### config.mk
export PLATFORM = sky130hd
export DESIGN_NAME = fake_netlist_vec_driver
export DESIGN_NICKNAME = d
export VERILOG_FILES = /design/src/rtl/fake_netlist_vec_driver.sv
export SDC_FILE = /design/constraint.sdc
export NUM_CORES = 1
export LEC_CHECK = 0
export BUFFER_PORTS_ARGS = -buffer_cell sky130_fd_sc_hd__buf_2
export CORE_MARGIN = 2
export CORE_UTILIZATION = 60
export DETAILED_ROUTE_END_ITERATION = 16
export PLACE_DENSITY = 0.82
export SLEW_MARGIN = 20
export SYNTH_ARGS = -nofsm -noshare
export SYNTH_HDL_FRONTEND = slang
export SYNTH_SLANG_ARGS = --single-unit
export TNS_END_PERCENT = 30
### constraint.sdc
create_clock -name clk -period 3.35 [get_ports clk]
set_input_delay 0.8375 -clock clk [delete_from_list [all_inputs] [get_ports clk]]
set_output_delay 0.8375 -clock clk [all_outputs]
set_load 0.02 [all_outputs]
### src/rtl/fake_netlist_vec_driver.sv
// fake_netlist_vec_driver
//   Stimulus/response harness for a small combinational "fake netlist" with
//   IN_W inputs (n_0..n_{IN_W-1}) and one output (n_11). A maximal-length LFSR
//   produces the input vectors. Each vector is held for CAP_DLY+1 cycles. On
//   the last cycle of each vector, the returned bit is folded into a MISR
//   signature. A start/busy/done handshake frames each run of NUM_VEC vectors.
//
// Ports
//   clk        in   1      clock
//   rst_n      in   1      synchronous active-low reset
//   start_i    in   1      run request, honoured only while idle
//   vec_o      out  IN_W   stimulus vector; bit i drives netlist input n_i
//   resp_i     in   1      netlist output (n_11)
//   busy_o     out  1      run in progress
//   done_o     out  1      one-cycle pulse after the final capture
//   sig_o      out  SIG_W  MISR signature, held after a run until next start
//   vec_cnt_o  out  8      vectors captured so far (saturates at 255)
module fake_netlist_vec_driver #(
  parameter int                IN_W    = 5,
  parameter logic [IN_W-1:0]   SEED    = 5'h01,
  parameter int                NUM_VEC = 32,
  parameter int                CAP_DLY = 1,
  parameter int                SIG_W   = 16,
  parameter logic [SIG_W-1:0]  POLY    = 16'h1021
) (
  input  logic             clk,
  input  logic             rst_n,
  input  logic             start_i,
  output logic [IN_W-1:0]  vec_o,
  input  logic             resp_i,
  output logic             busy_o,
  output logic             done_o,
  output logic [SIG_W-1:0] sig_o,
  output logic [7:0]       vec_cnt_o
);

  // An all-zero seed would lock the LFSR up, so it is replaced by 1.
  localparam logic [IN_W-1:0] SEED_EFF =
    (SEED == '0) ? {{(IN_W-1){1'b0}}, 1'b1} : SEED;
  localparam logic [3:0]  CAP_LAST = 4'(CAP_DLY);
  localparam logic [31:0] LAST_IDX = 32'(NUM_VEC - 1);

  typedef enum logic [1:0] {S_IDLE, S_APPLY, S_DONE} state_t;

  // x^5 + x^3 + 1 Fibonacci LFSR, period 31.
  function automatic logic [IN_W-1:0] lfsr_step(input logic [IN_W-1:0] v);
    return {v[IN_W-2:0], v[IN_W-1] ^ v[IN_W-3]};
  endfunction

  function automatic logic [SIG_W-1:0] misr_step(input logic [SIG_W-1:0] s,
                                                 input logic             r);
    logic [SIG_W-1:0] nxt;
    nxt = {s[SIG_W-2:0], 1'b0};
    if (s[SIG_W-1]) nxt = nxt ^ POLY;
    nxt[0] = nxt[0] ^ r;
    return nxt;
  endfunction

  state_t           state_q;
  logic [IN_W-1:0]  vec_q, lfsr_q, lfsr_d;
  logic [SIG_W-1:0] sig_q, sig_d;
  logic [31:0]      cnt_q;  // wide so NUM_VEC > 255 still terminates correctly
  logic [3:0]       wait_q;
  logic             busy_q, done_q;

  assign lfsr_d = lfsr_step(lfsr_q);
  assign sig_d  = misr_step(sig_q, resp_i);

  always_ff @(posedge clk) begin
    if (!rst_n) begin
      state_q <= S_IDLE;
      vec_q   <= '0;
      lfsr_q  <= SEED_EFF;
      sig_q   <= '0;
      cnt_q   <= '0;
      wait_q  <= '0;
      busy_q  <= 1'b0;
      done_q  <= 1'b0;
    end else begin
      case (state_q)
        S_IDLE: begin
          done_q <= 1'b0;
          if (start_i) begin
            state_q <= S_APPLY;
            vec_q   <= SEED_EFF;
            lfsr_q  <= SEED_EFF;
            sig_q   <= '0;
            cnt_q   <= '0;
            wait_q  <= '0;
            busy_q  <= 1'b1;
          end
        end
        S_APPLY: begin
          if (wait_q < CAP_LAST) begin
            wait_q <= wait_q + 4'd1;
          end else begin
            // Capture edge: the response to the current vector is folded in.
            wait_q <= '0;
            sig_q  <= sig_d;
            cnt_q  <= cnt_q + 32'd1;
            if (cnt_q == LAST_IDX) begin
              state_q <= S_DONE;
              busy_q  <= 1'b0;
              done_q  <= 1'b1;
            end else begin
              vec_q  <= lfsr_d;
              lfsr_q <= lfsr_d;
            end
          end
        end
        S_DONE: begin
          done_q  <= 1'b0;
          state_q <= S_IDLE;
        end
        default: state_q <= S_IDLE;
      endcase
    end
  end

  assign vec_o     = vec_q;
  assign busy_o    = busy_q;
  assign done_o    = done_q;
  assign sig_o     = sig_q;
  assign vec_cnt_o = (cnt_q > 32'd255) ? 8'hFF : cnt_q[7:0];

endmodule

* Word-level counts from Yosys, hierarchy flattened
Index checks and enable logic that the tools add are counted.
** Word-level totals
- Register bits after elaboration :: 66
- Bits of input ports :: 4
- Output and inout port bits :: 31
- Word-level logic and storage cells :: 58
** Cells by class
- Add/subtract/negate cells :: 2
- $lt $le $gt $ge :: 2
- Equal/unequal tests :: 7
- Mux-type cells :: 26
- Bitwise operators :: 3
- Reductions and logical operators :: 10
** Operators with widths (count)
- two-way mux 32 bit :: 2
- case mux 32 bit (2 select lines) :: 1
- adder 32 x 1 -> 32 bit, second input constant :: 1
- == test 32 x 5 -> 1 bit, second input constant :: 1
- greater-than comparator 32 x 8 -> 1 bit, second input constant :: 1
- two-way mux 16 bit :: 2
- case mux 16 bit (2 select lines) :: 1
- two-way mux 5 bit :: 3
- two-way mux 13 bit :: 1
- case mux 5 bit (2 select lines) :: 1
- AND reduction 3 bit :: 3
- two-way mux 4 bit :: 2
- two-way mux 8 bit :: 1
- != test 2 bit, second input constant :: 4
- case mux 4 bit (2 select lines) :: 1
- AND reduction 4 bit :: 2
- two-way mux 2 bit :: 3
- two-way mux 1 bit :: 5
- adder 4 x 1 -> 4 bit, second input constant :: 1
- < comparator 4 x 1 -> 1 bit, second input constant :: 1
- case mux 1 bit (2 select lines) :: 2
- case mux 2 bit (2 select lines) :: 1
- nonzero test 2 bit :: 2
- NOT 3 bit :: 1
- other kinds (6) :: 7

* Longest topological paths before layout
Gate-level depths: netlist (run 1).
- Depth after elaboration :: 5
- Mapped depth :: 8

* Worst setup path before layout (run 1)
Ideal clock, no wire load.
- Path kind :: register -> output
- From :: reg cnt_q[8]
- To :: out vec_cnt_o[0]
- Arrival :: 1.303 ns
- Required time :: 2.513 ns
- Slack :: 1.210 ns
- Stages on the path, launching flop included :: 4
- Buffers on the path :: 0
- Cells stage by stage :: dfxtp_1 > nor4_1 > nand4_2 > or3_1
** On the way
- Cells in the longest elaborated chain, start to end :: 2
** RTL lines
- start, declared :: RTL line 62 : logic [31:0] cnt_q;
- start signal, assigned :: RTL line 100 : cnt_q <= cnt_q + 32'd1;
- greater-than comparator 32 x 8 -> 1 bit :: RTL line 124 : assign vec_cnt_o = (cnt_q > 32'd255) ? 8'hFF : cnt_q[7:0];
- two-way mux 8 bit :: RTL line 124
- end, declared :: RTL line 34 : output logic [7:0] vec_cnt_o
No other way between the ends.

* Final worst setup path (run 1)
- From :: reg cnt_q[21]
- To :: out vec_cnt_o[1]
The elaborated chain is that of the path after synthesis.

==> results.md, run 1 <==
- Status: completed
- Gr busiest metal: met2
- FF/Latch Area: 1241 um2
- Pin count of the biggest net entering global routing: 31
- Crit path max fanout: 9
- Num rows: 24
- Gr usage total: 0.2374
- Inst Count DP: 376
- First-pass GRT wire length: 9.453 mm
- Sw Pwr: 364.0 uW
- Main synth FF type: dfxtp_1
- Syn avg cell area: 9.025 um2
- Die ar.: 5066 um2
- Worst-Skew Late Latency: 0.34 ns
- Clock transition at the registers of the reported paths: ~0.070 ns
- I/O Pins: 35
- Post-route ant nets: 0
- Count of pins over their slew limit: 0
- Initial detailed-routing violation count: approximately 240
- CTS Buf Count: 9
- Sw Ratio: 0.2391
- Post-synth EDFFs: 0
- Peak supply drop: approximately 0.37 mV
- Area of the multi-input gates: about 1400 um2
- Highest achievable clock rate: 0.3610 GHz
- Worst-case clock buffer depth: 2
- Antenna Cells: 0
- Commonest non-fill, non-tap cell in the layout: dfxtp_1
- Detailed Route WL: 5.608 mm
- Fin crit share: 0.8269
- RSZ-0062 raised after global routing: no
- Logic pwr share: 0.068
- Crit path launch type: flop
- Initial antenna violation count: 0
- Synth Register Bits: 62
- Clock Power Share: 0.436
- Worst slew margin: 0.6204
- Most frequent cells in the layout: dfxtp_1 (62), nor2_1 (49), buf_2 (34), xnor2_1 (21), nor3_1 (16)
- Nets: 342
- Starting density of the core: 0.6218
- Top delay family on crit path: simple AND/OR/NAND/NOR gates
- Yosys warning count: 0
- Setup TNS: 0 ns
- Syn nets: 307
- R2R depth: 6
- Residual DRC: 0
- Crit end category: primary output
- CP cell instances: nor4_1 -> nand4_2 -> or3_1 -> buf_2
- Port bufs: 34
- Routing usage on met3: 0.06268
- Die W: 71.18 um
- Filler cell count: roughly 340
- Final setup fails: 0
- Setup CP Type: flop to primary output
- H-tree lvl count: 3
- Vias/cell: slightly below 6
- Cell Area, Synth: 2708 um2
- Drt wl/cell: around 14 um
- Cts-stage hold buffer count: 0
- Int Pwr: 1.159 mW
- Layout Skew: 0.009798 ns
- Setup Fix Bufs, Post-CTS: 0
- Final min period: approximately 2.8 ns
- Final hold vios: 0
- Total power: 1.523 mW
- Place WS: between 0.9 and 1 ns
- Share of cells above drive strength 1: 0.1706
- Actual slew at the worst max-slew pin: between 0.5 and 0.6 ns
- Yosys top cell by area: dfxtp_1
- Critical-path top delay cell: or3_1
- Smallest hold slack: 0.4982 ns
- Die Y-Extent: a little over 70 um
- Post-Syn Instances: 300
- Placed wire-length estimate: about 3.8 mm
- Core footprint: 4354 um2
- First drt pass iteration count: 4
- Sequential share of power: 0.496
- Post-synthesis cell type count: 37
- Post-synthesis sequential area ratio: 0.4584
- Levels on crit path: 4
- Area grow syn2layout: 14.79%
- GRT met1 Usage: 0.3094
- Hold Crit Class: flop to flop
- Vias in the first global route: 2040
- CTS Sinks: 62
- Top cells by area, synth: dfxtp_1 (46%), nor2_1 (6.8%), xnor2_1 (6.8%)
- Critical path arrival: 1.93 ns
- Worst Path Buf+Inv: 1
- Root buffer cell: clkbuf_8
- GR Layer Usage met2: 0.3632
- TritonCTS clock tree: done
- Fin worst setup slack: ~0.58 ns
- Pwr Density: 490.0 nW/um2
- Gpl congestion: 0.8003
- PostCTS Resize Cnt: 0
- Max Cap Viol: 0
- CP max stage delay: 0.38 ns
- Total congestion overflow: 0
- Share of the synthesized area in the top cell type: 0.4584
- Crit path required time: 2.51 ns
- Final non-filler cell total: 392
- Hold Path Cell Cnt: 1
- Leakage power: 1.243 nW
- Async S/R FF share, synth: 0
- Total number of vias: 2277
-- routing by layer --
layer  vias to the layer above  part of all wire  routed length (um)
met5                         -                 0                   0
met4                         0             0.019                 104
met1                      1059              0.46                2589
met3                         9             0.062                 349
met2                        77              0.46                2564
li1                       1132                 -                   -
-- cells by family after synthesis --
group | after synthesis | share of synthesized area
AO/OA/AOI/OAI | 37 | 0.1012
buffers and inverters | 23 | 0.03789
adder cells (fa/ha/maj) | 3 | 0.01386
XOR/XNOR | 33 | 0.1067
AND/OR/NAND/NOR | 142 | 0.2819
flip-flops | 62 | 0.4584
-- worst paths after layout --
| check | from | endpoint | slack [ns] |
|---|---|---|---|
| worst max-delay path | cnt_q[21] | vec_cnt_o[1] | 0.58 |
| worst min-delay path | sig_o[2] | sig_o[2] | 0.50 |
| worst max register to register | cnt_q[0] | vec_o[2] | 1.28 |
| worst min register to register | sig_o[2] | sig_o[2] | 0.50 |
-- stage by stage --
stage	utilization	cell area [um2]
2_1_floorplan	-	2708
3_3_place_gp	0.6678	2908
3_5_place_dp	0.6678	2908
4_1_cts	0.7138	3108
5_1_grt	0.7138	3108
6_report	0.7138	3108
-- state kept, by name (all words and copies together) (netlist names) --
register	count
lfsr_q	1
done_o	1
state_q	2
busy_o	1
cnt_q	32
vec_o	5
wait_q	4
sig_o	16
-- layout make-up --
class                   instances  share of cell area
repair buffers                 39             0.06683
multi-input cells             215              0.4388
clock inverters                 4             0.01449
flip-flops and latches         62              0.3994
inverters                       8            0.009662
clock buffers                  12             0.04992
well taps                      52             0.02093
-- cell usage after synthesis, types with 3 or more instances --
cell      number
dfxtp_1       62
nor2_1        49
xnor2_1       21
nor3_1        16
nand3_1       12
xor2_1        12
a22o_1        11
nand2_1       11
a21oi_1       10
clkbuf_1      10
nor4_1         9
or3_1          9
and4_1         8
nand4_1        8
inv_1          7
a22oi_1        6
and3_1         6
a32o_1         4
buf_4          4
ha_1           3
nor3b_1        3
o21ai_0        3
-- power groups by stage --
stage | registers [mW] | clock network (mW) | logic [mW]
finish | 0.755 | 0.665 | 0.103
global route | 0.756 | 0.712 | 0.115
CTS | 0.755 | 0.673 | 0.103
detailed placement | 0.772 | 0 | 0.103
global placement | 0.771 | 0 | 0.100
floorplan | 0.775 | 0 | 0.0714
(Power assumes the default switching activity.)
==> run 2, diff against run 1 <==
- ABC_AREA: default -> 1
- CORE_UTILIZATION: 60 -> 53
- PLACE_DENSITY: 0.82 -> 0.76
- clock period: 3.35 -> 2.28 ns (I/O delays scaled with it)
==> run 2 against run 1 <==
Net effect: die area increased by 31%; first-iteration DRC count increased by 0.83%; routed wire length grew 33%; largest cell class unchanged; register-to-register slack got worse by 0.85 ns; final area is 17% higher; flip-flop and latch count unchanged; critical endpoint is now vec_cnt_o[7]; highest routed layer unchanged.
==> results.md, run 2 <==
- Num rows: 28 (+17%)
- Starting density of the core: 0.5419 (-0.07992)
- First drt pass iteration count: 4 (unchanged)
- Most frequent cell on the critical path: nand2_1
- Antenna Cells: 0 (unchanged)
- Gpl congestion: 0.9372 (+17%)
- Area grow syn2layout: 14.80% (about the same)
- Setup CP Type: flop to primary output
- Gr usage total: 0.2477 (+0.01030)
- Final hold vios: 0 (unchanged)
- Cell Area, Synth: 3171 um2 (+17%)
- Worst Path Buf+Inv: 3 (+2)
- Highest achievable clock rate: 0.4589 GHz
- PostCTS Resize Cnt: 0 (unchanged)
- Cts-stage hold buffer count: 0 (unchanged)
- Port bufs: 34 (unchanged)
- Place WS: 0.4270 ns (-0.5216 ns)
- Status: completed
- Final setup fails: 0 (unchanged)
- Initial antenna violation count: 0 (unchanged)
- Crit path required time: 1.71 ns (-0.80 ns)
- Post-synth EDFFs: 0 (unchanged)
- TritonCTS clock tree: done
- Vias in the first global route: 2921 (+43%)
- Main synth FF type: dfxtp_1
- Yosys top cell by area: dfxtp_1
- Die W: 81.35 um (+14%)
- H-tree lvl count: 3 (unchanged)
- Synth cell count leaders: nand2_1 (118), nor2_1 (74), dfxtp_1 (62), inv_1 (61), a21oi_1 (34)
- Leakage power: 1.624 nW (+31%)
- Min-delay src: wait_q[3]
- Hold Path Cell Cnt: 2 (+1)
- Vias/cell: 5.191 (-11%)
- Drt wl/cell: 12.60 um (-12%)
- Worst-case clock buffer depth: 2 (unchanged)
- Initial detailed-routing violation count: 244 (+0.83%)
- Post-route ant nets: 0 (unchanged)
- Crit path max fanout: 8 (-1)
- Total power: 2.623 mW (+72%)
- Count of pins over their slew limit: 0 (unchanged)
- Root buffer cell: clkbuf_8
- Synth Register Bits: 62 (unchanged)
- Post-synthesis cell type count: 34 (-8.1%)
- Syn nets: 479 (+56%)
- Max reg flops: 32 (unchanged)
- Commonest non-fill, non-tap cell in the layout: nand2_1
- Post-synthesis sequential area ratio: 0.3915 (-0.06693)
- Worst slew margin: 0.5761 (-0.04424)
- Worst hold endpoint: wait_q[3]
- Actual slew at the worst max-slew pin: 0.6351 ns (+0.07357 ns)
- Yosys warning count: 0 (unchanged)
- Peak supply drop: 0.5681 mV (+55%)
- Syn avg cell area: 6.717 um2 (-26%)
- Die ar.: 6617 um2 (+31%)
- CTS Buf Count: 9 (unchanged)
- Nets: 519 (+52%)
- Setup Fix Bufs, Post-CTS: 0 (unchanged)
- Max Cap Viol: 0 (unchanged)
- Total number of vias: 3073 (+35%)
- Die Y-Extent: 81.35 um (+14%)
- Pin count of the biggest net entering global routing: 21 (-32%)
- Hold Crit Class: flop to flop
- Most frequent cells in the layout: nand2_1 (118), nor2_1 (73), dfxtp_1 (57), inv_1 (52)
- Crit path launch type: flop
- Layout Skew: 0.009487 ns (-0.0003110 ns)
- CP cell instances: inv_1 -> nand2_1 -> nor2_1 -> nand2_1 -> nor3_2 -> buf_4 -> nand2_1 -> buf_2
- Top delay family on crit path: simple AND/OR/NAND/NOR gates
- CTS Sinks: 62 (unchanged)
- Final min period: 2.179 ns
- Clock transition at the registers of the reported paths: 0.07 ns (about the same)
- Top-count cell post-synth: nand2_1
- Async S/R FF share, synth: 0 (unchanged)
- Worst-Skew Late Latency: 0.36 ns (+0.02 ns)
- Share of cells above drive strength 1: 0.1973 (+0.02670)
- Util after Layout: 0.6221 (-0.09168)
- Post-Syn Instances: 472 (+57%)
- Reg-to-reg slack, setup: 0.43 ns (-0.85 ns)
- Crit end category: primary output
- Reg with most FFs: cnt_q
- Share of the synthesized area in the top cell type: 0.3915 (-0.06693)
- Top cells by area, synth: dfxtp_1 (39%), nand2_1 (14%), nor2_1 (8.8%)
- Fin worst setup slack: 0.1008 ns (-0.4790 ns)
- Smallest hold slack: 0.4468 ns (-0.05130 ns)
- Critical path arrival: 1.61 ns (-0.32 ns)
- Detailed Route WL: 7.458 mm (+33%)
- Fin crit share: 0.9558
- R2r endpoint: cnt_q[16]
- Pwr Density: 720.7 nW/um2 (+47%)
- Total congestion overflow: 0 (unchanged)
- Critical-path top delay cell: dfxtp_1
- CP max stage delay: 0.35 ns (-0.03 ns)
- RR Startpoint: wait_q[0]
- Core footprint: 5851 um2 (+34%)
- Placed wire-length estimate: 5.271 mm (+39%)
- R2R depth: 8 (+2)
- I/O Pins: 35 (unchanged)
- First-pass GRT wire length: 12.57 mm (+33%)
- Residual DRC: 0 (unchanged)
==> run 2: changes by cell type after synthesis, sizes merged, moves of 7 or more <==
cell    change
nand2     +115
inv        +56
nor2       +35
a21oi      +25
xnor2      -20
nand3      +15
o21ai      +13
xor2       -12
a22o       -11
nor4        -9
or3         -9
and4        -8
clkbuf      -7
==> run 2: logic make-up after synthesis <==
family                     count (synthesis)  share of synthesized area
AOI/OAI and AO/OA                         65                     0.1188
xor gates and xnor gates                   1                   0.002763
adders and majority gates                  3                    0.01184
buffers and inverters                     76                     0.1050
DFF                                       62                     0.3915
and+or+nand+nor                          265                     0.3702
==> run 2: metal layers <==
| metal | vias to the layer above | routed length [um] | global-route usage |
|---|---|---|---|
| li1 | 1587 | - | - |
| met1 | 1410 | 3463 | 0.2993 |
| met2 | 63 | 3555 | 0.4131 |
| met3 | 13 | 305 | 0.07111 |
| met4 | 0 | 133 | 0.09831 |
| met5 | - | 0 | 0 |
==> run 2: power by group <==
part           leakage, nW  switching, mW  internal [mW]  total [mW]
logic                 1.01          0.246          0.116       0.362
clock network        0.109          0.487          0.618        1.11
registers            0.505         0.0353           1.12        1.16
==> run 2: cell type report <==
type | count | area (um2)
clock buffer | 9 | 123.9
inverter | 63 | 239.0
clock inverter | 7 | 98.84
sequential | 62 | 1250
multi-input combinational | 334 | 1604
tap | 75 | 93.84
fill | 525 | 2211
timing repair buffer | 42 | 230.2
==> run 2: stage by stage <==
step / instance area, um2 / TNS [ns] / cells
2_1_floorplan: 3171 / 0 / 472
3_3_place_gp: 3401 / 0 / 576
3_5_place_dp: 3401 / 0 / 576
4_1_cts: 3623 / 0 / 592
5_1_grt: 3640 / -0.005454 / 592
6_report: 3640 / 0 / 592
==> run 2: worst min-delay path: cells and delay by family, from the launching register on <==
family / cells / cell delay [ns]
AND/OR/NAND/NOR: 2 / 0.10
flip-flops: 1 / 0.31
==> run 2: worst max path at each step <==
stage          startpoint      endpoint  slack (ns)  cells past startpoint
2_1_floorplan   cnt_q[26]  vec_cnt_o[0]        0.35                      6
6_report        cnt_q[19]  vec_cnt_o[7]        0.10                      8
3_3_place_gp      start_i     cnt_q[16]        0.46                      6
4_1_cts         cnt_q[27]  vec_cnt_o[5]        0.06                      8
3_5_place_dp      start_i      cnt_q[3]        0.43                      8
5_1_grt         cnt_q[13]  vec_cnt_o[4]      -0.003                      8
